File: src/rtl/sw_debouncer.sv
// Switch conditioner: two-flop synchronizer, then a LOW/WAIT_H/HIGH/WAIT_L
// stability FSM that emits a clean level plus one-cycle rise/fall pulses.
module sw_debouncer #(
  parameter int CNT_MAX = 500000,
  parameter int CNT_W   = 20
) (
  input  logic CLK,
  input  logic RST,
  input  logic SW_IN,
  output logic SW_LEVEL,
  output logic SW_RISE,
  output logic SW_FALL
);

  typedef enum logic [1:0] {
    LOW    = 2'd0,
    WAIT_H = 2'd1,
    HIGH   = 2'd2,
    WAIT_L = 2'd3
  } state_t;

  localparam logic [CNT_W-1:0] CNT_LAST = CNT_W'(CNT_MAX - 1);

  logic             s1_q, s2_q;
  state_t           state_q, state_d;
  logic [CNT_W-1:0] cnt_q, cnt_d;
  logic             level_q, level_d;
  logic             rise_q, rise_d;
  logic             fall_q, fall_d;

  always_ff @(posedge CLK or posedge RST) begin
    if (RST) begin
      s1_q    <= 1'b0;
      s2_q    <= 1'b0;
      state_q <= LOW;
      cnt_q   <= '0;
      level_q <= 1'b0;
      rise_q  <= 1'b0;
      fall_q  <= 1'b0;
    end else begin
      s1_q    <= SW_IN;
      s2_q    <= s1_q;
      state_q <= state_d;
      cnt_q   <= cnt_d;
      level_q <= level_d;
      rise_q  <= rise_d;
      fall_q  <= fall_d;
    end
  end

  // The counter only advances while a WAIT state keeps seeing the new level;
  // every other path leaves it cleared, so it can never pass CNT_LAST.
  always_comb begin
    state_d = state_q;
    cnt_d   = '0;
    rise_d  = 1'b0;
    fall_d  = 1'b0;
    case (state_q)
      LOW: begin
        if (s2_q) state_d = WAIT_H;
      end
      WAIT_H: begin
        if (!s2_q) begin
          state_d = LOW;
        end else if (cnt_q == CNT_LAST) begin
          state_d = HIGH;
          rise_d  = 1'b1;
        end else begin
          cnt_d = cnt_q + CNT_W'(1);
        end
      end
      HIGH: begin
        if (!s2_q) state_d = WAIT_L;
      end
      WAIT_L: begin
        if (s2_q) begin
          state_d = HIGH;
        end else if (cnt_q == CNT_LAST) begin
          state_d = LOW;
          fall_d  = 1'b1;
        end else begin
          cnt_d = cnt_q + CNT_W'(1);
        end
      end
      default: begin
        state_d = LOW;
      end
    endcase
    level_d = (state_d == HIGH) || (state_d == WAIT_L);
  end

  assign SW_LEVEL = level_q;
  assign SW_RISE  = rise_q;
  assign SW_FALL  = fall_q;

endmodule

File: config.mk
export PLATFORM = sky130hd
export DESIGN_NAME = sw_debouncer
export DESIGN_NICKNAME = d
export VERILOG_FILES = /design/src/rtl/sw_debouncer.sv
export SDC_FILE = /design/constraint.sdc
export NUM_CORES = 1
export LEC_CHECK = 0
export CAP_MARGIN = 20
export CELL_PAD_IN_SITES_DETAIL_PLACEMENT = 1
export CELL_PAD_IN_SITES_GLOBAL_PLACEMENT = 1
export CORE_UTILIZATION = 30
export DETAILED_ROUTE_END_ITERATION = 12
export PLACE_DENSITY_LB_ADDON = 0.3
export SLEW_MARGIN = 30
export SYNTH_ARGS = -nofsm -noshare
export SYNTH_HDL_FRONTEND = slang
export SYNTH_SLANG_ARGS = --single-unit
File: constraint.sdc
create_clock -name CLK -period 2.2 [get_ports CLK]
set_input_delay 0.44 -clock CLK [delete_from_list [all_inputs] [get_ports CLK]]
set_output_delay 0.44 -clock CLK [all_outputs]
set_load 0.005 [all_outputs]
* Word level (Yosys, flattened, before mapping)
Index checks and enable logic that the tools add are counted.
** Word-level totals
- Input bits :: 3
- Logic and storage cells :: 32
- Bits in registers :: 27
- Output and inout bits :: 3
** Cells by class
- Multiplexer cells :: 16
- Equality and inequality tests :: 6
- Add/sub/neg operators :: 1
- Reduce and logical (&&, ||, !) cells :: 2
** Operator list (number)
- $mux W20 :: 3
- $pmux W20 S2 :: 1
- $add A20 B1 Y20 const B :: 1
- $eq A20 B19 Y1 const B :: 1
- $mux W2 :: 6
- $eq A2 B2 Y1 const B :: 4
- $pmux W2 S4 :: 1
- $mux W1 :: 5
- $eq A2 B1 Y1 const B :: 1
- $logic_not A2 Y1 :: 1
- $logic_or A1 B1 Y1 :: 1

* Longest topological paths before layout
Gate-level depths: netlist of run 1.
- Depth in word-level cells :: 6
- Gate-level depth with buffers :: 6

* Worst setup path after synthesis of run 1
Ideal clock, no wire load.
- Path kind :: register to register
- Start :: reg cnt_q[0]
- End :: reg cnt_q[18]
- Data required time :: 2.122 ns
- Slack :: 0.357 ns
- Buffers on the path :: 0
- Stages on the path, launching flop included :: 6
- Library setup time :: 0.078 ns
- Data arrival time :: 1.766 ns
- Cells stage by stage :: dfrtp_1 -> ha_1 -> nand4_2 -> or4_1 -> or3_1 -> a21oi_1
** Between the ends
- Longest elaborated chain between the ends :: 4
- Elaborated cells on any way between the ends :: 6
- Those cells by class :: add/sub (1); eq/ne (1); mux (4)
** RTL lines
- start: declaration :: RTL line 26 : logic [CNT_W-1:0] cnt_q, cnt_d;
- start signal: assignment :: RTL line 44 : cnt_q <= cnt_d;
- $add A20 B1 Y20 / $eq A20 B19 Y1 (equally long branches)
- $mux W20 (*) :: RTL line 65, 78
- $mux W20 (on tied branches) :: RTL line 76, 63
- $pmux W20 S2 (*) :: RTL line 58 : case (state_q)
- via cnt_d[18] :: RTL line 26
The timed path passes the listed nets; every way through them passes the cells marked *.

* Worst setup path in the final report of run 1
Ends and elaborated chain as after synthesis.

==> metrics.md, run 1 <==
| Metric | Value |
|---|---|
| Outcome | complete, no violations |
| Total of max-cap violations | 0 |
| Row cnt | 23 |
| Final Hold Fails | 0 |
| ANT nets after route | 0 |
| Slowest cell on crit path | or4_1 |
| Slew Limit Fails | 0 |
| Synthesized instance count | 123 |
| Initial DRT Pass Iterations | 4 |
| Top cells by count, synth | dfrtp_1, nor2_1, xnor2_1, nand3_1, inv_1 |
| # diodes | 0 |
| Pin count of the biggest net entering global routing | 28 |
| Port Buffers | 5 |
| Initial DRC count | 17 |
| H-Tree Depth | 1 |
| Grt ovf | 0 |
| Yosys top cell area share | 52.4% |
| FFs w/ async S/R, synth | 100% |
| Minimum clock period | 2.01 ns |
| Setup TNS | 0 ns |
| Clk buf depth | 2 |
| Worst EP arrival | 2.22 ns |
| EDFF count, synth | 0 |
| Crit Path Category | reg -> reg |
| Main synth FF type | dfrtp_1 |
| Period utilization | 91.3% |
| P&R area growth vs syn | 14.9% |
| Switching power | 188 uW |
| Synth area leaders | dfrtp_1, xnor2_1, nor2_1, nand3_1, nor4_1 |
| Worst vdd ir | 0.260 mV |
| Routed wire length | 2620 um |
| FMAX | 498 MHz |
| Effective utilization at floorplan | 31.8% |
| Via density | 4.97 |
| CTS Buf Count | 3 |
| Post-DR wirelength/cell | 14.2 um |
| Net Sw Frac | 22.7% |
| Placed Cells | 181 |
| Core area | 4060 sq um |
| Sink Count | 27 |
| Cts repair resizes | 0 |
| Seq/Total Area, Yosys | 52.4% |
| Post-Layout Cell Count | 185 |
| Critical Path RT | 2.41 ns |
| Insertion delay to the later sink of the worst-skew pair | 0.28 ns |
| Die W | 67.6 um |
| CTS tree | built |
| Slew headroom | 59.4% |
| Die H | 67.6 um |
| Total Routing Usage GR | 13.6% |
| # IOs | 6 |
| Die footprint | 4570 sq um |
| Crit Path Max Fanout | 9 |
| Setup WS post-layout | 0.191 ns |
| CTS Hold Bufs | 0 |
| Combinational share of power | 3.9% |
| Post-synthesis cell type count | 30 |
| Worst stage delay on the critical path | 0.58 ns |
| Worst Tran Pin Value | 0.604 ns |
| Clock power share | 35.4% |
| Post-CTS setup buffer count | 0 |
| Share of power burned in registers | 60.8% |
| Number of synthesized register bits | 27 |
| Mapped Area | 1290 sq um |
| Placed wire-length estimate | 1900 um |
| Kind of end point of the critical path | flop |
| Count leader, synth | dfrtp_1 |
| Final setup skew | 0.00174 ns |
| Yosys warns | 0 |
| CTS clk-pin slew, worst paths | 0.09 ns |
| Final Setup Violations | 0 |
| RSZ-0062 raised after global routing | no |
| Routability cong. | 0.820 |
| CP startpoint kind | flop |
| Share of layout cells above drive strength 1 | 11.9% |
| Worst Hold Class | reg -> reg |
| DR vias | 920 |
| Nets@finish | 140 |
| P_int | 641 uW |
| DRC | 0 |
| Initial antenna violation count | 0 |
| Syn Nets | 127 |
| First-pass GRT wire length | 4530 um |
| Number of global-route vias before repair | 985 |
| Dpl ws | 0.208 ns |
| P per Cell Area | 559 nW/um^2 |
| Avg Synthesized Cell Area | 10.5 sq um |
| Synth area leader | dfrtp_1 |
| Leakage | 0.571 nW |
| Cells along the critical path | ha_1 > nand4_2 > or4_1 > or3_1 > a21oi_1 |
| Root buf cell | clkbuf_8 |
[cells by family after synthesis]
family,Yosys count,share of synthesized area (%)
adders and majority gates,1,0.970
DFF,27,52.4
muxes,2,1.75
AOI/OAI and AO/OA,6,3.78
buffers and inverters,7,2.62
and+or+nand+nor,64,27.6
xor gates and xnor gates,16,10.9
[layer usage]
metal / vias to the layer above / part of all wire, % / track usage, %
met5: - / 0 / 0
met4: 0 / 1.3 / 6.38
met3: 4 / 2.0 / 2.53
met2: 7 / 50 / 22.9
met1: 457 / 47 / 16.6
li1: 452 / - / -
[state kept, by name (all words and copies together) (netlist names)]
name	cells
SW_FALL	1
SW_LEVEL	1
cnt_q	20
SW_RISE	1
s1_q	1
state_q	2
s2_q	1
[stage by stage]
step | cell area, sq um | power, mW | hold WS [ns] | utilization (%)
3_3_place_gp | 1430 | 0.546 | 0.333 | 35.3
2_1_floorplan | 1290 | 0.533 | 0.331 | -
3_5_place_dp | 1430 | 0.547 | 0.342 | 35.3
5_1_grt | 1480 | 0.852 | 0.368 | 36.5
6_report | 1480 | 0.829 | 0.359 | 36.5
4_1_cts | 1480 | 0.841 | 0.365 | 36.5
[power groups by stage]
stage	clock network, mW	logic (mW)	registers [mW]
2_1_floorplan	0	0.0198	0.513
3_3_place_gp	0	0.0322	0.514
3_5_place_dp	0	0.0335	0.514
4_1_cts	0.303	0.0337	0.504
5_1_grt	0.311	0.0363	0.505
6_report	0.293	0.0320	0.504
[worst max-delay path, delay by kind of cell, from the launching register on]
family | cells | cell delay (ns)
AOI/OAI and AO/OA | 1 | 0.14
adders and majority gates | 1 | 0.24
DFF | 1 | 0.41
and+or+nand+nor | 3 | 1.14
[worst paths after layout]
check                                   start                  end  slack (ns)  cells past startpoint
setup / recovery           cnt_q[0]$_DFF_PP0_  cnt_q[18]$_DFF_PP0_        0.19                      5
hold / removal                 s1_q$_DFF_PP0_       s2_q$_DFF_PP0_        0.36                      0
setup reg to reg           cnt_q[0]$_DFF_PP0_  cnt_q[18]$_DFF_PP0_        0.19                      5
hold reg to reg                s1_q$_DFF_PP0_       s2_q$_DFF_PP0_        0.36                      0
max in group asynchronous                 RST       s2_q$_DFF_PP0_        1.41                      3
min in group asynchronous                 RST   cnt_q[2]$_DFF_PP0_        0.53                      3
[final cells by class]
| type | instances | area (sq um) |
|---|---|---|
| fill | 464 | 2570 |
| sequential | 27 | 676 |
| clock inverter | 1 | 7.51 |
| inverter | 6 | 22.5 |
| tap | 50 | 62.6 |
| timing repair buffer | 9 | 92.6 |
| multi-input combinational | 89 | 581 |
| clock buffer | 3 | 41.3 |
[placed cells by master, fill, tap and decap left out, types with 3 or more instances in the layout]
master,instances
dfrtp_1,27
nor3_1,5
nor4_1,5
inv_1,6
clkbuf_8,3
buf_4,3
clkdlybuf4s50_1,5
nand3_1,8
nor2_1,22
nand2_1,4
xnor2_1,14
nand4_1,3
Note: power is estimated with default switching activity, not from simulation.
==> run 2: changes to the inputs <==
--- a/config.mk
+++ b/config.mk
@@ -7,7 +7,7 @@
 export LEC_CHECK = 0
 export CAP_MARGIN = 20
 export CELL_PAD_IN_SITES_DETAIL_PLACEMENT = 1
-export CELL_PAD_IN_SITES_GLOBAL_PLACEMENT = 1
+export CELL_PAD_IN_SITES_GLOBAL_PLACEMENT = 2
 export CORE_UTILIZATION = 30
 export DETAILED_ROUTE_END_ITERATION = 12
 export PLACE_DENSITY_LB_ADDON = 0.3
==> run 2 against run 1 <==
  * Count of clock-buffer cells in the layout grew 1
  * Routed wire length rose by 5.7%
  * Critical path type unchanged
  * First-iteration DRC count up 53%
  * Global-route usage up 0.38 points
  * Final cell count up 1.1%
  * Sequential power about the same
==> metrics.md, run 2 (synthesized netlist as in run 1, its figures left out) <==
| Metric | Value |
|---|---|
| Outcome | complete, no violations |
| WHS | 0.353 ns |
| # diodes | 0 |
| RSZ-0062 raised after global routing | no |
| CTS Hold Bufs | 0 |
| Setup WS post-layout | 0.173 ns |
| Commonest cells after routing, fill and taps aside | dfrtp_1, nor2_1, xnor2_1 |
| WP buf/inv | 0 |
| P per Cell Area | 550 nW/um^2 |
| Via density | 5.04 |
| Kind of end point of the critical path | flop |
| CTS Buf Count | 3 |
| Final Hold Fails | 0 |
| Initial DRT Pass Iterations | 4 |
| ANT nets after route | 0 |
| P&R area growth vs syn | 14.8% |
| # IOs | 6 |
| Initial DRC count | 26 |
| Final setup skew | 0.00235 ns |
| Period utilization | 92.1% |
| Port Buffers | 5 |
| Die W | 67.6 um |
| Slew headroom | 59.2% |
| Die H | 67.6 um |
| Initial antenna violation count | 0 |
| Setup TNS | 0 ns |
| FMAX | 493 MHz |
| Crit Path Category | reg -> reg |
| Slowest cell on crit path | or4_1 |
| Crit Path Max Fanout | 9 |
| Post-DR wirelength/cell | 14.8 um |
| Top reg by flops | cnt_q |
| Final Power | 815 uW |
| H-Tree Depth | 1 |
| DRC | 0 |
| Regs by FF count | cnt_q (20), state_q (2) |
| Leakage | 0.578 nW |
| Root buf cell | clkbuf_8 |
| Number of global-route vias before repair | 927 |
| Worst stage delay on the critical path | 0.58 ns |
| Pin count of the biggest net entering global routing | 28 |
| Worst Tran Pin Value | 0.607 ns |
| CTS clk-pin slew, worst paths | 0.09 ns |
| Clk buf depth | 2 |
| CTS tree | built |
| Grt ovf | 0 |
| Nets@finish | 142 |
| Worst EP arrival | 2.23 ns |
| Share of layout cells above drive strength 1 | 12.4% |
| Routed wire length | 2770 um |
| DR vias | 943 |
| CP startpoint kind | flop |
| Row cnt | 23 |
| Post-CTS setup buffer count | 0 |
| Slew Limit Fails | 0 |
| Die footprint | 4570 sq um |
| Cts repair resizes | 0 |
| Cells along the critical path | ha_1 > nand4_2 > or4_1 > or3_1 > a21oi_1 |
| Routability cong. | 0.770 |
| Worst Hold Class | reg -> reg |
| Placed Cells | 183 |
| Placed wire-length estimate | 2010 um |
| Effective utilization at floorplan | 31.8% |
| Most common cell after layout, fill and taps aside | dfrtp_1 |
| Max reg flops | 20 |
| Dpl ws | 0.179 ns |
| Final Setup Violations | 0 |
| Minimum clock period | 2.03 ns |
| First-pass GRT wire length | 4670 um |
| Delay-heaviest family, CP | simple AND/OR/NAND/NOR gates |
| Sink Count | 27 |
| Total Routing Usage GR | 14.0% |
| Insertion delay to the later sink of the worst-skew pair | 0.27 ns |
| Post-Layout Cell Count | 187 |
| Worst vdd ir | 0.229 mV |
| Total of max-cap violations | 0 |
| Critical Path RT | 2.40 ns |
| Core area | 4060 sq um |
==> run 2: path summary, 6_finish.rpt <==
path                                    startpoint                   to  slack [ns]  cells after the start
worst max-delay path            cnt_q[0]$_DFF_PP0_  cnt_q[18]$_DFF_PP0_        0.17                      5
worst min-delay path                s1_q$_DFF_PP0_       s2_q$_DFF_PP0_        0.35                      0
worst max register to register  cnt_q[0]$_DFF_PP0_  cnt_q[18]$_DFF_PP0_        0.17                      5
worst min register to register      s1_q$_DFF_PP0_       s2_q$_DFF_PP0_        0.35                      0
max in group asynchronous                      RST  cnt_q[15]$_DFF_PP0_        1.41                      3
min in group asynchronous                      RST  cnt_q[13]$_DFF_PP0_        0.53                      3
==> run 2: cell type report <==
class | count | area [sq um]
Fill cell | 458 | 2580
Clock buffer | 4 | 45.0
Tap cell | 50 | 62.6
Timing Repair Buffer | 11 | 95.1
Inverter | 6 | 22.5
Multi-Input combinational cell | 89 | 581
Sequential cell | 27 | 676
==> run 2: through the flow <==
step | instance area [sq um] | utilization [%]
after floorplan | 1290 | -
after global placement | 1440 | 35.4
after detailed placement | 1440 | 35.4
after CTS | 1480 | 36.5
after global routing | 1480 | 36.5
final | 1480 | 36.5
==> run 2: per-layer routing <==
| metal | vias up | routed length (um) | GRT usage (%) |
|---|---|---|---|
| met5 | - | 0 | 0 |
| met4 | 0 | 47 | 6.38 |
| met3 | 4 | 26 | 1.01 |
| met2 | 6 | 1350 | 22.6 |
| met1 | 476 | 1350 | 18.8 |
| li1 | 457 | - | - |
==> run 2: report_power, final <==
group          switching (mW)  internal (mW)  leakage (nW)
sequential            0.00364          0.500         0.369
clock                   0.150          0.130        0.0228
combinational          0.0197         0.0110         0.186
total                   0.174          0.641         0.578
